==> src/rtl/mux_pipe_tree_if.sv <==
// Stream bundle for mux_pipe_tree: a wide multi-channel input side and a single-channel output side.
// The master drives the inputs and consumes the outputs. The slave is the mux tree itself.
interface mux_pipe_tree_if #(
    parameter int WIDTH  = 64,
    parameter int NUM_IN = 16
);
    localparam int SELW = $clog2(NUM_IN);

    logic                    in_valid;
    logic                    in_ready;
    logic [NUM_IN*WIDTH-1:0] in_data;
    logic [SELW-1:0]         in_sel;
    logic                    out_valid;
    logic                    out_ready;
    logic [WIDTH-1:0]        out_data;
    logic [SELW-1:0]         out_sel;

    modport master (
        output in_valid, in_data, in_sel, out_ready,
        input  in_ready, out_valid, out_data, out_sel
    );

    modport slave (
        input  in_valid, in_data, in_sel, out_ready,
        output in_ready, out_valid, out_data, out_sel
    );
endinterface

==> src/rtl/mux_pipe_tree.sv <==
// Pipelined 4:1 mux tree. There is one register stage per tree level.
// A single global advance signal moves the whole pipeline forward, or holds all of it.
module mux_pipe_tree #(
    parameter int WIDTH  = 64,
    parameter int NUM_IN = 16
) (
    input  logic           clk,
    input  logic           reset_n,
    mux_pipe_tree_if.slave bus
);
    localparam int SELW   = $clog2(NUM_IN);
    localparam int LEVELS = SELW / 2;

    // Each level's partial results live in one flat vector. Level 0 sits at the bottom.
    // This function returns the bit offset where level lvl starts.
    function automatic int level_off(input int lvl);
        int off;
        off = 0;
        for (int i = 0; i < lvl; i++) begin
            off += (NUM_IN >> (2 * (i + 1))) * WIDTH;
        end
        return off;
    endfunction

    localparam int TOT_BITS = level_off(LEVELS);

    logic                        adv;
    logic [TOT_BITS-1:0]         data_reg;
    logic [TOT_BITS-1:0]         data_next;
    logic [LEVELS-1:0]           valid_reg;
    logic [LEVELS-1:0]           valid_next;
    logic [LEVELS-1:0][SELW-1:0] sel_reg;
    logic [LEVELS-1:0][SELW-1:0] sel_next;

    assign adv = !valid_reg[LEVELS-1] || bus.out_ready;

    genvar gi, mi;
    generate
        for (gi = 0; gi < LEVELS; gi++) begin : g_level
            localparam int N_OUT = NUM_IN >> (2 * (gi + 1));
            localparam int OFF   = level_off(gi);

            logic [4*N_OUT*WIDTH-1:0] src_data;
            logic [1:0]               src_sel;

            if (gi == 0) begin : g_first
                assign src_data      = bus.in_data;
                assign src_sel       = bus.in_sel[1:0];
                assign valid_next[0] = bus.in_valid;
                assign sel_next[0]   = bus.in_sel;
            end else begin : g_rest
                localparam int PREV = level_off(gi - 1);
                // Steer this level with the select copy that travelled alongside the previous stage.
                assign src_data       = data_reg[PREV +: 4*N_OUT*WIDTH];
                assign src_sel        = sel_reg[gi-1][2*gi+1 -: 2];
                assign valid_next[gi] = valid_reg[gi-1];
                assign sel_next[gi]   = sel_reg[gi-1];
            end

            for (mi = 0; mi < N_OUT; mi++) begin : g_mux
                logic [4*WIDTH-1:0] quad;
                logic [WIDTH-1:0]   pick;

                assign quad = src_data[mi*4*WIDTH +: 4*WIDTH];

                always_comb begin
                    pick = quad[0 +: WIDTH];
                    case (src_sel)
                        2'd0: pick = quad[0*WIDTH +: WIDTH];
                        2'd1: pick = quad[1*WIDTH +: WIDTH];
                        2'd2: pick = quad[2*WIDTH +: WIDTH];
                        2'd3: pick = quad[3*WIDTH +: WIDTH];
                        default: pick = quad[0 +: WIDTH];
                    endcase
                end

                assign data_next[OFF + mi*WIDTH +: WIDTH] = pick;
            end
        end
    endgenerate

    // Bubbles still load don't-care data. Only the valid bits decide what reaches the output.
    always_ff @(posedge clk or negedge reset_n) begin
        if (!reset_n) begin
            data_reg  <= '0;
            valid_reg <= '0;
            sel_reg   <= '0;
        end else if (adv) begin
            data_reg  <= data_next;
            valid_reg <= valid_next;
            sel_reg   <= sel_next;
        end
    end

    assign bus.in_ready  = adv;
    assign bus.out_valid = valid_reg[LEVELS-1];
    assign bus.out_data  = data_reg[TOT_BITS-WIDTH +: WIDTH];
    assign bus.out_sel   = sel_reg[LEVELS-1];
endmodule

==> src/flat_wrapper.sv <==
// flat-port wrapper written by rule: the top's interface ports become plain ports
module mux_pipe_tree_flat 
#(
    parameter int WIDTH  = 64,
    parameter int NUM_IN = 16
)
  (clk, reset_n, bus_in_valid, bus_in_data, bus_in_sel, bus_out_ready, bus_in_ready, bus_out_valid, bus_out_data, bus_out_sel);
  mux_pipe_tree_if #(.WIDTH(WIDTH), .NUM_IN(NUM_IN)) bus_i ();
  input  logic clk;
  input  logic reset_n;
  input wire logic [$bits(bus_i.in_valid)-1:0] bus_in_valid;
  input wire logic [$bits(bus_i.in_data)-1:0] bus_in_data;
  input wire logic [$bits(bus_i.in_sel)-1:0] bus_in_sel;
  input wire logic [$bits(bus_i.out_ready)-1:0] bus_out_ready;
  output wire logic [$bits(bus_i.in_ready)-1:0] bus_in_ready;
  output wire logic [$bits(bus_i.out_valid)-1:0] bus_out_valid;
  output wire logic [$bits(bus_i.out_data)-1:0] bus_out_data;
  output wire logic [$bits(bus_i.out_sel)-1:0] bus_out_sel;
  assign bus_i.in_valid = bus_in_valid;
  assign bus_i.in_data = bus_in_data;
  assign bus_i.in_sel = bus_in_sel;
  assign bus_i.out_ready = bus_out_ready;
  assign bus_in_ready = bus_i.in_ready;
  assign bus_out_valid = bus_i.out_valid;
  assign bus_out_data = bus_i.out_data;
  assign bus_out_sel = bus_i.out_sel;
  mux_pipe_tree #(.WIDTH(WIDTH), .NUM_IN(NUM_IN)) u_core (.clk(clk), .reset_n(reset_n), .bus(bus_i));
endmodule
==> config.mk <==
export PLATFORM = sky130hd
export DESIGN_NAME = mux_pipe_tree_flat
export DESIGN_NICKNAME = d
export VERILOG_FILES = /design/src/rtl/mux_pipe_tree_if.sv /design/src/rtl/mux_pipe_tree.sv /design/src/flat_wrapper.sv
export SDC_FILE = /design/constraint.sdc
export NUM_CORES = 1
export LEC_CHECK = 0
export ABC_CLOCK_PERIOD_IN_PS = 2000
export CAP_MARGIN = 20
export CORE_AREA = 5 5 431 433
export CTS_BUF_LIST = sky130_fd_sc_hd__clkbuf_16
export DETAILED_ROUTE_END_ITERATION = 12
export DIE_AREA = 0 0 436 438
export PLACE_DENSITY = 0.36
export SYNTH_ARGS = -nofsm -noshare
export SYNTH_HDL_FRONTEND = slang
export SYNTH_SLANG_ARGS = --single-unit
==> constraint.sdc <==
create_clock -name clk -period 2 [get_ports clk]
set_input_delay 0.6 -clock clk [delete_from_list [all_inputs] [get_ports clk]]
set_output_delay 0.6 -clock clk [all_outputs]
set_load 0.01 [all_outputs]
==> results of run 1 <==
through the flow:
step,utilization,std cells,total power (uW)
after floorplan,-,1154,13800
after global placement,0.196,4626,19200
after detailed placement,0.196,4626,19300
after CTS,0.204,4712,27500
after global routing,0.204,4715,28100
final,0.204,4721,26800
cell type report:
class | instances | area, um2
multi-input combinational | 651 | 11700
antenna | 10 | 25.0
tap | 2385 | 2980
clock inverter | 35 | 282
fill | 19200 | 145000
timing repair buffer | 1263 | 12600
sequential | 330 | 8280
clock buffer | 47 | 1180
logic make-up (layout without fill, tap and decap cells):
family | after synthesis | after routing
other | 0 | 10
flip-flops | 330 | 330
buffers and inverters | 173 | 1345
AND/OR/NAND/NOR | 2 | 2
multiplexers | 649 | 649
power by group through the flow:
stage	Clock (uW)	Combinational [uW]	Sequential (uW)
after detailed placement	0	9790	9510
final	8100	9330	9410
after floorplan	0	5090	8690
after CTS	8490	9570	9420
after global placement	0	9730	9490
after global routing	8680	9860	9570
synthesized netlist by cell type:
cell / count / share of area
buf_1: 8 / 0.0014
buf_12: 22 / 0.021
buf_2: 56 / 0.013
buf_4: 69 / 0.024
buf_6: 4 / 0.0021
buf_8: 1 / 0.00070
clkbuf_1: 13 / 0.0023
dfrtp_1: 330 / 0.39
mux2_2: 129 / 0.068
mux2_4: 200 / 0.14
mux4_2: 320 / 0.34
nand2b_1: 2 / 0.00059
per-layer routing:
metal | global-route usage | share of wire
met5 | 0 | 0.00056
met4 | 0.0201 | 0.013
met3 | 0.0296 | 0.053
met2 | 0.261 | 0.48
met1 | 0.214 | 0.45
timing repair:
item | in CTS | in global routing
hold endpoints to repair | 23 | 0
hold buffers | 1 | 0
endpoints found under the setup margin | 66 | 1
resized for setup | 139 | 0
buffers inserted | 3 | 0
worst paths after layout:
path | startpoint | depth (start not counted) | slack [ps] | to
worst min register to register | u_core.valid_reg[0] | 1 | 450 | u_core.valid_reg[1]
worst max-delay path | u_core.data_reg[287] | 1 | 90 | bus_out_data[31]
min in group asynchronous | reset_n | 2 | 580 | u_core.data_reg[101]
worst min-delay path | u_core.valid_reg[0] | 1 | 450 | u_core.valid_reg[1]
max in group asynchronous | reset_n | 3 | 760 | u_core.data_reg[315]
worst max register to register | u_core.g_level[1].src_sel[0] | 4 | 200 | u_core.data_reg[317]
==> flow_summary.json, run 1 <==
{
  "grt_pass1_vias": 19100,
  "num_rows": 157,
  "die_w_um": 436,
  "syn_nets": 2186,
  "cts_max_path_buffers": 3,
  "drc": 0,
  "root_buffer": "clkbuf_16",
  "critical_path_arrival_ps": 1310,
  "clock.fmax_mhz": 522,
  "cpPeakStageDelay_ps": 380,
  "dp_hpwl_mm": 137,
  "worst-path-buf-inv": 1,
  "synthXorXnorAreaFrac": 0,
  "cts_sinks": 330,
  "rsz0062_at_grt": "no",
  "p_per_area_nw_per_um2": 724,
  "slew_headroom": 0.694,
  "fin_area_um2": 37100,
  "seq_area_frac_synth": 0.388,
  "end_kind": "primary output",
  "synthAdderAreaFrac": 0,
  "hold_class": "reg2reg",
  "wl_mm": 155,
  "fin_hold_ws_ps": 452,
  "synthCells": 1154,
  "largest_register_ffs": 320,
  "seqPwrFrac": 0.351,
  "first_iter_violations": 985,
  "yosys-mux-area-fraction": 0.547,
  "yosys.area_share.simple": 0.000587,
  "io_buffers": 1101,
  "critPathTopFamily": "flip-flops",
  "status": "completed",
  "start_kind": "flop",
  "grt_pass1_wl_mm": 198,
  "report.final.slew_viol_count": 0,
  "worstPathCellList": "clkdlybuf4s15_1",
  "antenna_found_initial": 120,
  "start_util": 0.117,
  "wire_per_inst_um": 32.8,
  "netlist_area_um2": 21300,
  "die_area_um2": 191000,
  "netSwitchingFraction": 0.303,
  "final_common_cell": "clkdlybuf4s50_1",
  "worst_pin_slew_ps": 459,
  "cpMaxStageDelayCell": "dfrtp_1",
  "gr-total-overflow": 0,
  "htreeDepth": 2,
  "p_int_uw": 18700,
  "cp.required_ps": 1400,
  "tritoncts": "done",
  "layout_common_cells": "clkdlybuf4s50_1, mux4_2, dfrtp_1",
  "route.vias.total": 17000,
  "drive_gt1_frac": 0.391,
  "clock_power_share": 0.302,
  "p_leak_uw": 0.0142,
  "viasPerCell": 3.60,
  "finalSetupTns_ps": 0,
  "firstDrtPassIters": 5,
  "fin_ws_ps": 85.5,
  "ys_ff_latch": 330,
  "period_minus_slack_ps": 1910,
  "gp_congestion": 0.936,
  "ys_types": 12,
  "grt_max_degree": 47,
  "synth_top_family_by_area": "multiplexers",
  "cts_buffers": 45,
  "cap_viol_max_count": 0,
  "nets": 3323,
  "syn2layout_area_growth_pct": 73.9,
  "ios": 1102,
  "clkLatencyLatePin_ps": 590,
  "dpl_cell_area_um2": 35600,
  "finalHoldViolations": 0,
  "period_share": 0.957,
  "clk_transition_reported_paths_ps": 60,
  "combinationalPowerShare": 0.348,
  "antenna_left": 0,
  "synth-compound-area-share": 0,
  "finalClockSkew_ps": 9.51,
  "path_max_fanout": 2,
  "switchingPower_uw": 8120,
  "die_y_um": 438,
  "setup_violations": 0,
  "core_um2": 182000,
  "grt_usage": 0.156,
  "peakVddDrop_mv": 0.508,
  "yosys_warnings": 0,
  "place_ws_ps": -398,
  "crit_type": "reg2out",
  "avgSynthCellArea_um2": 18.5
}
Power figures use the tool's default switching activity.
==> run 2, diff against run 1 <==
--- a/config.mk
+++ b/config.mk
@@ -7,10 +7,10 @@
 export LEC_CHECK = 0
 export ABC_CLOCK_PERIOD_IN_PS = 2000
 export CAP_MARGIN = 20
-export CORE_AREA = 5 5 431 433
+export CORE_AREA = 2 2 428 430
 export CTS_BUF_LIST = sky130_fd_sc_hd__clkbuf_16
 export DETAILED_ROUTE_END_ITERATION = 12
-export DIE_AREA = 0 0 436 438
+export DIE_AREA = 0 0 430 432
 export PLACE_DENSITY = 0.36
 export SYNTH_ARGS = -nofsm -noshare
 export SYNTH_HDL_FRONTEND = slang
==> flow_summary.json, run 2 (synthesis results as in run 1) <==
{
  "wl_mm": 145,
  "r2r-end": "u_core.data_reg[281]",
  "rrSetupSlack_ps": 110,
  "filler_cell_count": 19200,
  "worstPathCellList": "clkdlybuf4s50_1, nand2b_4, buf_6",
  "r2r_start": "u_core.g_level[1].src_sel[0]",
  "tritoncts": "done",
  "nets": 3308,
  "viasPerCell": 3.60,
  "holdCritStartpoint": "u_core.valid_reg[0]",
  "critical_path_arrival_ps": 1320,
  "cap_viol_max_count": 0,
  "status": "completed",
  "hold_class": "reg2reg",
  "setup_violations": 0,
  "gp_congestion": 0.900,
  "grt_max_degree": 50,
  "die_y_um": 432,
  "io_buffers": 1101,
  "report.final.slew_viol_count": 0,
  "first_iter_violations": 851,
  "start_util": 0.117,
  "dpl_cell_area_um2": 35500,
  "crit_type": "in2out",
  "root_buffer": "clkbuf_16",
  "firstDrtPassIters": 5,
  "syn2layout_area_growth_pct": 73.2,
  "drc": 0,
  "grt_pass1_wl_mm": 187,
  "core_um2": 182000,
  "period_minus_slack_ps": 1920,
  "finalClockSkew_ps": 25.3,
  "clock.fmax_mhz": 520,
  "hold_depth": 1,
  "clk_transition_reported_paths_ps": 60,
  "peakVddDrop_mv": 0.463,
  "r2r_cells": 4,
  "antenna_left": 0,
  "gr-total-overflow": 0,
  "fin_ws_ps": 78.2,
  "hold_end": "u_core.valid_reg[1]",
  "cts_buffers": 45,
  "die_w_um": 430,
  "end_kind": "primary output",
  "p_per_area_nw_per_um2": 711,
  "period_share": 0.961,
  "cpPeakStageDelay_ps": 470,
  "rsz0062_at_grt": "no",
  "worst_pin_slew_ps": 648,
  "ios": 1102,
  "wire_per_inst_um": 30.8,
  "p_leak_uw": 0.0142,
  "cts_sinks": 330,
  "largest_register_ffs": 320,
  "final_common_cell": "clkdlybuf4s50_1",
  "htreeDepth": 2,
  "cts_max_path_buffers": 3,
  "grt_usage": 0.151,
  "finalHoldViolations": 0,
  "dp_hpwl_mm": 127,
  "slew_headroom": 0.568,
  "clkLatencyLatePin_ps": 590,
  "place_ws_ps": -417,
  "grt_pass1_vias": 18500,
  "num_rows": 157,
  "path_max_fanout": 3,
  "start_kind": "input pin",
  "layout_common_cells": "clkdlybuf4s50_1, dfrtp_1, mux4_2",
  "drive_gt1_frac": 0.382,
  "antenna_found_initial": 90,
  "fin_area_um2": 36900,
  "route.vias.total": 17000,
  "die_area_um2": 186000,
  "cp.required_ps": 1400,
  "cpMaxStageDelayCell": "clkdlybuf4s50_1"
}
[run 2: per-layer routing]
metal	wire [um]	track usage	vias to the layer above
li1	-	-	6947
met4	2060	0.0208	28
met5	173	0	-
met3	8550	0.0349	182
met2	68800	0.245	739
met1	65600	0.207	9056
[run 2: area by class of cell]
type | count | area, um2 | share of cell area
repair buffers | 1248 | 12600 | 0.341
diodes | 7 | 17.5 | 0.000475
clock buffers | 47 | 1180 | 0.0319
well taps | 2385 | 2980 | 0.0808
multi-input cells | 651 | 11700 | 0.316
flip-flops and latches | 330 | 8270 | 0.224
clock inverters | 37 | 200 | 0.00542
[run 2: how the worst max path moves through the flow]
stage	from	to	slack, ps
detailed placement	bus_out_ready	bus_in_ready	-420
finish	bus_out_ready	bus_in_ready	80
CTS	u_core.data_reg[311]	bus_out_data[55]	2
global placement	bus_out_ready	bus_in_ready	-450
floorplan	bus_out_ready	bus_in_ready	40
global route	u_core.data_reg[273]	bus_out_data[17]	5
[run 2: repair_timing]
item | 4_1_cts | 5_1_grt
pin swaps | 0 | 0
hold buffers | 1 | 0
endpoints found under the hold margin | 16 | 0
endpoints found under the setup margin | 64 | 3
gates resized for setup | 94 | 2
buffers inserted | 0 | 2
gates cloned | 0 | 0
[run 2: stage by stage]
| stage | total power [uW] | setup TNS [ps] | utilization | instances | hold WS [ps] |
|---|---|---|---|---|---|
| global route | 27600 | 0 | 0.203 | 4700 | 507 |
| floorplan | 13800 | 0 | - | 1154 | 304 |
| global placement | 19100 | -108580 | 0.196 | 4611 | 445 |
| CTS | 26900 | 0 | 0.203 | 4696 | 473 |
| detailed placement | 19100 | -103540 | 0.196 | 4611 | 460 |
| finish | 26200 | 0 | 0.203 | 4705 | 467 |
[run 2: critical path, delay by kind of cell]
| family | cells | cell delay, ps |
|---|---|---|
| buffers and inverters | 2 | 570 |
| AND/OR/NAND/NOR | 1 | 140 |
[run 2: report_power, final]
| part | internal [uW] | switching [uW] | total (uW) |
|---|---|---|---|
| Combinational | 5740 | 3560 | 9300 |
| Clock | 4370 | 3340 | 7710 |
| Sequential | 8100 | 1140 | 9240 |
